$ cat src/rtl/riser_pkg.sv
// riser_pkg
// Shared types and constants for the riser mailbox arbiter.
//   arb_state_t   - arbiter FSM state encoding
//   MB_ENTRIES    - number of mailbox registers
//   MB_DB_TO_ARM  - mailbox index of the CPU-to-ARM doorbell register
//   MB_DB_TO_CPU  - mailbox index of the ARM-to-CPU doorbell register
//   DEFAULT_BASE  - default 68020 address window base
package riser_pkg;

    typedef enum logic [2:0] {
        ST_IDLE,
        ST_CPU_CLAIM,
        ST_CPU_DATA,
        ST_CPU_WAIT,
        ST_CPU_TERM,
        ST_ARM_ACC
    } arb_state_t;

    localparam int unsigned MB_ENTRIES   = 16;
    localparam logic [3:0]  MB_DB_TO_ARM = 4'd14;
    localparam logic [3:0]  MB_DB_TO_CPU = 4'd15;
    localparam logic [23:0] DEFAULT_BASE = 24'hB8_0000;

endpackage

$ cat src/rtl/mailbox_regfile.sv
// mailbox_regfile
// 16 x 8-bit mailbox storage shared by the CPU and ARM sides.
// Ports:
//   clk, rst_n        - clock and synchronous active-low reset (clears all entries)
//   we, waddr, wdata  - single write port
//   raddr_a, rdata_a  - combinational read port (CPU side)
//   raddr_b, rdata_b  - combinational read port (ARM side)
module mailbox_regfile
    import riser_pkg::*;
(
    input  logic       clk,
    input  logic       rst_n,
    input  logic       we,
    input  logic [3:0] waddr,
    input  logic [7:0] wdata,
    input  logic [3:0] raddr_a,
    output logic [7:0] rdata_a,
    input  logic [3:0] raddr_b,
    output logic [7:0] rdata_b
);

    logic [7:0] mem [MB_ENTRIES];

    always_ff @(posedge clk) begin
        if (!rst_n) begin
            mem <= '{default: 8'h00};
        end else if (we) begin
            mem[waddr] <= wdata;
        end
    end

    assign rdata_a = mem[raddr_a];
    assign rdata_b = mem[raddr_b];

endmodule

$ cat src/rtl/riser_mailbox_arb.sv
// riser_mailbox_arb
// Arbitrates a 16-byte mailbox between 68020 byte cycles hitting the BASE
// window and ARM-side requests from the SPI frame decoder, with doorbells
// in both directions.
// Ports:
//   CLKCPU_A, RESETn           - CPU clock, synchronous active-low reset
//   AS20, DS20, RW, A, D_IN    - 68020 strobes, direction, address, write data
//   D_OUT, D_OE                - read data and drive enable for D[31:24]
//   PUNT_n, DSACK0_n           - motherboard suppress, 8-bit termination
//   ARM_REQ/WE/ADDR/WDATA      - ARM request, held until ARM_ACK
//   ARM_RDATA, ARM_ACK         - ARM read data, one-cycle completion
//   ARM_IRQ, CPU_IRQ_n         - doorbell pending flags
module riser_mailbox_arb
    import riser_pkg::*;
#(
    parameter logic [23:0] BASE     = DEFAULT_BASE,
    parameter int unsigned ACK_WAIT = 2
) (
    input  logic        CLKCPU_A,
    input  logic        RESETn,
    input  logic        AS20,
    input  logic        DS20,
    input  logic        RW,
    input  logic [23:0] A,
    input  logic [7:0]  D_IN,
    output logic [7:0]  D_OUT,
    output logic        D_OE,
    output logic        PUNT_n,
    output logic        DSACK0_n,
    input  logic        ARM_REQ,
    input  logic        ARM_WE,
    input  logic [3:0]  ARM_ADDR,
    input  logic [7:0]  ARM_WDATA,
    output logic [7:0]  ARM_RDATA,
    output logic        ARM_ACK,
    output logic        ARM_IRQ,
    output logic        CPU_IRQ_n
);

    localparam logic [1:0] ACK_WAIT_CNT = 2'(ACK_WAIT);

    arb_state_t state_q, state_d;
    logic       punt_n_q, punt_n_d;
    logic       dsack_n_q, dsack_n_d;
    logic       d_oe_q, d_oe_d;
    logic [7:0] d_out_q, d_out_d;
    logic       arm_ack_q, arm_ack_d;
    logic [7:0] arm_rdata_q, arm_rdata_d;
    logic [3:0] addr_q, addr_d;
    logic       rw_q, rw_d;
    logic [1:0] wait_q, wait_d;
    logic       last_cpu_q, last_cpu_d;
    logic       arm_irq_q, cpu_irq_q;
    logic       arm_irq_set, arm_irq_clr, cpu_irq_set, cpu_irq_clr;
    logic       rf_we;
    logic [3:0] rf_waddr;
    logic [7:0] rf_wdata, rf_rdata_cpu, rf_rdata_arm;
    logic       cpu_hit;

    assign cpu_hit = !AS20 && (A[23:4] == BASE[23:4]);

    mailbox_regfile u_regfile (
        .clk     (CLKCPU_A),
        .rst_n   (RESETn),
        .we      (rf_we),
        .waddr   (rf_waddr),
        .wdata   (rf_wdata),
        .raddr_a (addr_q),
        .rdata_a (rf_rdata_cpu),
        .raddr_b (ARM_ADDR),
        .rdata_b (rf_rdata_arm)
    );

    // Next-state and next-output logic. Bus outputs are registered so that
    // PUNT_n, D_OE and DSACK0_n change one edge after the state that decides
    // them; AS20 rising in any CPU state before TERM abandons the cycle.
    always_comb begin
        state_d     = state_q;
        punt_n_d    = punt_n_q;
        dsack_n_d   = dsack_n_q;
        d_oe_d      = d_oe_q;
        d_out_d     = d_out_q;
        arm_ack_d   = 1'b0;
        arm_rdata_d = arm_rdata_q;
        addr_d      = addr_q;
        rw_d        = rw_q;
        wait_d      = wait_q;
        last_cpu_d  = last_cpu_q;
        rf_we       = 1'b0;
        rf_waddr    = 4'd0;
        rf_wdata    = 8'h00;
        arm_irq_set = 1'b0;
        arm_irq_clr = 1'b0;
        cpu_irq_set = 1'b0;
        cpu_irq_clr = 1'b0;

        case (state_q)
            ST_IDLE: begin
                punt_n_d  = 1'b1;
                dsack_n_d = 1'b1;
                d_oe_d    = 1'b0;
                // last_cpu = 1 hands a contested slot to the ARM side.
                if (cpu_hit && !(ARM_REQ && last_cpu_q)) begin
                    state_d = ST_CPU_CLAIM;
                end else if (ARM_REQ) begin
                    state_d = ST_ARM_ACC;
                end
            end
            ST_CPU_CLAIM: begin
                if (AS20) begin
                    state_d = ST_IDLE;
                end else begin
                    addr_d   = A[3:0];
                    rw_d     = RW;
                    punt_n_d = 1'b0;
                    state_d  = ST_CPU_DATA;
                end
            end
            ST_CPU_DATA: begin
                if (AS20) begin
                    punt_n_d = 1'b1;
                    state_d  = ST_IDLE;
                end else if (rw_q) begin
                    d_out_d = rf_rdata_cpu;
                    d_oe_d  = 1'b1;
                    wait_d  = 2'd0;
                    state_d = ST_CPU_WAIT;
                    if (addr_q == MB_DB_TO_CPU) begin
                        cpu_irq_clr = 1'b1;
                    end
                end else if (!DS20) begin
                    rf_we    = 1'b1;
                    rf_waddr = addr_q;
                    rf_wdata = D_IN;
                    wait_d   = 2'd0;
                    state_d  = ST_CPU_WAIT;
                    if (addr_q == MB_DB_TO_ARM) begin
                        arm_irq_set = 1'b1;
                    end
                end
            end
            ST_CPU_WAIT: begin
                if (AS20) begin
                    punt_n_d = 1'b1;
                    d_oe_d   = 1'b0;
                    state_d  = ST_IDLE;
                end else if (wait_q == ACK_WAIT_CNT) begin
                    dsack_n_d = 1'b0;
                    state_d   = ST_CPU_TERM;
                end else begin
                    wait_d = wait_q + 2'd1;
                end
            end
            ST_CPU_TERM: begin
                if (AS20) begin
                    punt_n_d   = 1'b1;
                    dsack_n_d  = 1'b1;
                    d_oe_d     = 1'b0;
                    last_cpu_d = 1'b1;
                    state_d    = ST_IDLE;
                end
            end
            ST_ARM_ACC: begin
                arm_ack_d  = 1'b1;
                last_cpu_d = 1'b0;
                state_d    = ST_IDLE;
                if (ARM_WE) begin
                    rf_we    = 1'b1;
                    rf_waddr = ARM_ADDR;
                    rf_wdata = ARM_WDATA;
                    if (ARM_ADDR == MB_DB_TO_CPU) begin
                        cpu_irq_set = 1'b1;
                    end
                end else begin
                    arm_rdata_d = rf_rdata_arm;
                    if (ARM_ADDR == MB_DB_TO_ARM) begin
                        arm_irq_clr = 1'b1;
                    end
                end
            end
            default: begin
                state_d = ST_IDLE;
            end
        endcase
    end

    // State, registered bus outputs and doorbell flags. A set of a doorbell
    // overrides a clear of the same doorbell in the same cycle.
    always_ff @(posedge CLKCPU_A) begin
        if (!RESETn) begin
            state_q     <= ST_IDLE;
            punt_n_q    <= 1'b1;
            dsack_n_q   <= 1'b1;
            d_oe_q      <= 1'b0;
            d_out_q     <= 8'h00;
            arm_ack_q   <= 1'b0;
            arm_rdata_q <= 8'h00;
            addr_q      <= 4'd0;
            rw_q        <= 1'b1;
            wait_q      <= 2'd0;
            last_cpu_q  <= 1'b0;
            arm_irq_q   <= 1'b0;
            cpu_irq_q   <= 1'b0;
        end else begin
            state_q     <= state_d;
            punt_n_q    <= punt_n_d;
            dsack_n_q   <= dsack_n_d;
            d_oe_q      <= d_oe_d;
            d_out_q     <= d_out_d;
            arm_ack_q   <= arm_ack_d;
            arm_rdata_q <= arm_rdata_d;
            addr_q      <= addr_d;
            rw_q        <= rw_d;
            wait_q      <= wait_d;
            last_cpu_q  <= last_cpu_d;
            arm_irq_q   <= arm_irq_set | (arm_irq_q & ~arm_irq_clr);
            cpu_irq_q   <= cpu_irq_set | (cpu_irq_q & ~cpu_irq_clr);
        end
    end

    assign PUNT_n    = punt_n_q;
    assign DSACK0_n  = dsack_n_q;
    assign D_OE      = d_oe_q;
    assign D_OUT     = d_out_q;
    assign ARM_ACK   = arm_ack_q;
    assign ARM_RDATA = arm_rdata_q;
    assign ARM_IRQ   = arm_irq_q;
    assign CPU_IRQ_n = ~cpu_irq_q;

endmodule

$ cat config.mk
export PLATFORM = sky130hd
export DESIGN_NAME = riser_mailbox_arb
export DESIGN_NICKNAME = d
export VERILOG_FILES = /design/src/rtl/riser_pkg.sv /design/src/rtl/mailbox_regfile.sv /design/src/rtl/riser_mailbox_arb.sv
export SDC_FILE = /design/constraint.sdc
export NUM_CORES = 1
export LEC_CHECK = 0
export CORE_MARGIN = 2
export CORE_UTILIZATION = 55
export DETAILED_ROUTE_END_ITERATION = 10
export HOLD_SLACK_MARGIN = 0.05
export PLACE_DENSITY = 0.76
export SKIP_CTS_REPAIR_TIMING = 1
export SYNTH_ARGS = -nofsm -noshare
export SYNTH_HDL_FRONTEND = slang
export SYNTH_SLANG_ARGS = --single-unit
$ cat constraint.sdc
create_clock -name CLKCPU_A -period 2.8 [get_ports CLKCPU_A]
set_clock_uncertainty 0.15 [all_clocks]
set_input_delay 0.7 -clock CLKCPU_A [delete_from_list [all_inputs] [get_ports CLKCPU_A]]
set_output_delay 0.7 -clock CLKCPU_A [all_outputs]
set_load 0.05 [all_outputs]
==> key figures <==
Placement
  – DP Area: 9570 um^2
  – DP Wirelength: 16400 um
  – Placer Congestion: 0.907
  – Port Buf Inserts: 72

Setup path
  – Peak fanout along the critical path: 2
  – Bufs and invs on worst path: 1
  – R2R cell count: 6
  – Crit-path max cell delay: 0.84 ns
  – CP endpoint kind: output pin
  – Worst path top cell family by delay: buffers and inverters
  – Reg-to-reg endpoint: u_regfile.mem[73]
  – RR Startpoint: addr_q[1]
  – Startpoint Class: register
  – CP Class: register to output pin
  – Critical Path RT: 1.95 ns
  – CP cell instances: clkdlybuf4s50_1
  – Reg2Reg Setup Slack: 0.44 ns
  – Crit-path slowest cell: clkdlybuf4s50_1
  – CP arrival: 1.67 ns

Global routing
  – Initial antenna violation count: 0
  – Grt total ovfl: 0
  – Vias in the first global route: 7065
  – Largest net degree at the start of global routing: 92
  – Tot GR Track Use: 0.310
  – First-pass GRT wire length: 37700 um

Yosys
  – Mapped Area: 8130 um^2
  – FFs w/ async S/R, synth: 0
  – Synth Instances: 766
  – Distinct cell type count after synthesis: 51
  – Most used DFF post-synth: dfxtp_1
  – Syn Nets: 818
  – Post-synth EDFFs: 0
  – Ys Warns: 0
  – Flops & latches, synth: 161
  – Avg Cell Area, Syn: 10.6 um^2
  – Sequential fraction of the synthesis area: 0.397

Worst hold path
  – Worst hold start: wait_q[1]
  – Hold Crit Class: register to register
  – Hold Path Depth: 2
  – Hold path endpoint: wait_q[1]

Drt
  – DRT Pass-1 Iters: 6
  – Via count: 6885
  – Drt total wl: 24100 um
  – DRC Markers: 0
  – Routed WL per cell: 22.7 um
  – Antenna-violating nets left: 0
  – 1st-iter DRT viols: 748
  – Drt via density: 6.48

Floorplanning
  – DIE HEIGHT: 126 um
  – IO Pins: 73
  – Die area: 15800 um^2
  – # rows: 44
  – Initial Util: 0.561
  – Core ar.: 14500 um^2
  – Die width: 126 um

Clock network
  – Clock latency on the worst-skew pair: 0.43 ns
  – TritonCTS buffer count: 17
  – Worst-path clk slew: 0.06 ns
  – Clk sinks: 161
  – CTS tree: built
  – Root Buffer: clkbuf_16
  – H-Tree Depth: 4
  – Clk buf depth: 2

STA
  – Maximum clock frequency: 397 MHz
  – RSZ-0062 raised after global routing: false
  – Max-slew headroom: 0.423
  – Final Cycle Share: 0.899
  – Post-layout min period: 2.52 ns
  – Fin. max-slew vios: 0
  – Final Hold Vio Count: 0
  – Setup violators final: 0
  – Worst slew pin tran: 0.866 ns

Final layout
  – Multi-input gate area: 4610 um^2
  – # diodes: 0
  – Commonest non-fill, non-tap cell in the layout: dfxtp_1
  – Sequential cell area: 3230 um^2
  – Fin util: 0.703
  – Cell area after layout: 10200 um^2
  – Fin nets: 917
  – Fillers: 1028
  – Layout area overhead: 25.3%
  – Commonest non-fill, non-tap cells in the layout: dfxtp_1 (159), nand2_1 (146), mux2i_1 (134)
  – Layout cells sized above 1: 0.221

Job
  – Maxcap violations: 0

Pwr
  – P_leak: 0.00335 uW
  – Pwr dens: 494 nW/um^2
  – Worst vdd ir: 0.390 mV

Outcome
  – Outcome: finished clean
metrics by stage:
| stage | hold WS (ns) | setup slack, ns | total power, uW | instances | setup TNS, ns |
|---|---|---|---|---|---|
| 2_1_floorplan | 0.286 | 0.259 | 2520 | 766 | 0 |
| 3_5_place_dp | 0.307 | -0.0910 | 2660 | 1030 | -3.78 |
| 3_3_place_gp | 0.294 | -0.0317 | 2660 | 1030 | -0.378 |
| 4_1_cts | 0.315 | 0.301 | 5050 | 1062 | 0 |
| 5_1_grt | 0.338 | 0.191 | 5160 | 1062 | 0 |
| 6_report | 0.314 | 0.283 | 5030 | 1062 | 0 |
worst max-delay path by stage:
stage,start,to,slack [ns],depth (start not counted)
2_1_floorplan,ARM_ADDR[0],ARM_RDATA[0],0.26,5
3_5_place_dp,DS20,u_regfile.mem[67],-0.09,8
6_report,D_OUT[6],D_OUT[6],0.28,1
3_3_place_gp,DS20,u_regfile.mem[112],-0.03,6
5_1_grt,DS20,u_regfile.mem[104],0.19,8
4_1_cts,D_OUT[6],D_OUT[6],0.30,1
cells in the mapped netlist (2+ instances only):
library cell,number,area share
nand3_1,29,0.018
or4_1,3,0.0028
nand4_1,3,0.0023
o21ai_0,22,0.014
a31oi_1,4,0.0031
nor2_4,3,0.0042
nand4b_1,3,0.0032
buf_1,12,0.0055
nand2_1,146,0.067
nor4_2,3,0.0046
o211ai_1,10,0.0092
clkbuf_1,31,0.014
or2_2,2,0.0015
a22oi_1,16,0.015
nor2_1,15,0.0069
and3_1,2,0.0015
nor2b_1,4,0.0031
mux2i_1,134,0.17
o221ai_1,8,0.0086
buf_2,19,0.012
mux4_2,64,0.18
a32o_1,3,0.0037
dfxtp_1,161,0.40
nor3_1,9,0.0055
a22o_1,10,0.011
a21oi_1,8,0.0049
nor4_1,3,0.0023
nand2b_1,2,0.0015
inv_1,6,0.0028
nor2_2,10,0.0077
registers in the layout (all words and copies together), names as in the netlist:
signal,flops
ARM_RDATA,8
u_regfile.mem,128
PUNT_n,1
addr_q,4
ARM_ACK,1
DSACK0_n,1
wait_q,2
ARM_IRQ,1
D_OE,1
cpu_irq_q,1
state_q,3
D_OUT,8
rw_q,1
last_cpu_q,1
logic make-up (layout without fill, tap and decap cells):
family / after synthesis / in the layout / share of synthesized area
AND/OR/NAND/NOR: 245 / 245 / 0.143
multiplexers: 199 / 199 / 0.344
flip-flops: 161 / 161 / 0.397
AO/OA/AOI/OAI: 90 / 90 / 0.0798
buffers and inverters: 70 / 182 / 0.0357
adder cells (fa/ha/maj): 1 / 1 / 0.00154
power by group:
group / internal, uW / total [uW] / switching [uW]
Clock: 1500 / 2420 / 919
Combinational: 142 / 290 / 148
Sequential: 2300 / 2320 / 26.4
layout make-up:
class,instances,area share
inverter,7,0.00258
sequential,161,0.317
clock inverter,8,0.0124
timing repair buffer,143,0.144
clock buffer,24,0.0483
tap,184,0.0226
multi-input combinational,535,0.453
routing by layer:
metal / up-vias / GRT usage / wire (um)
li1: 3037 / - / -
met1: 3403 / 0.385 / 9430
met2: 379 / 0.508 / 11800
met3: 66 / 0.0727 / 1930
met4: 0 / 0.159 / 923
met5: - / 0 / 0
Note: power is estimated with default switching activity, not from simulation.
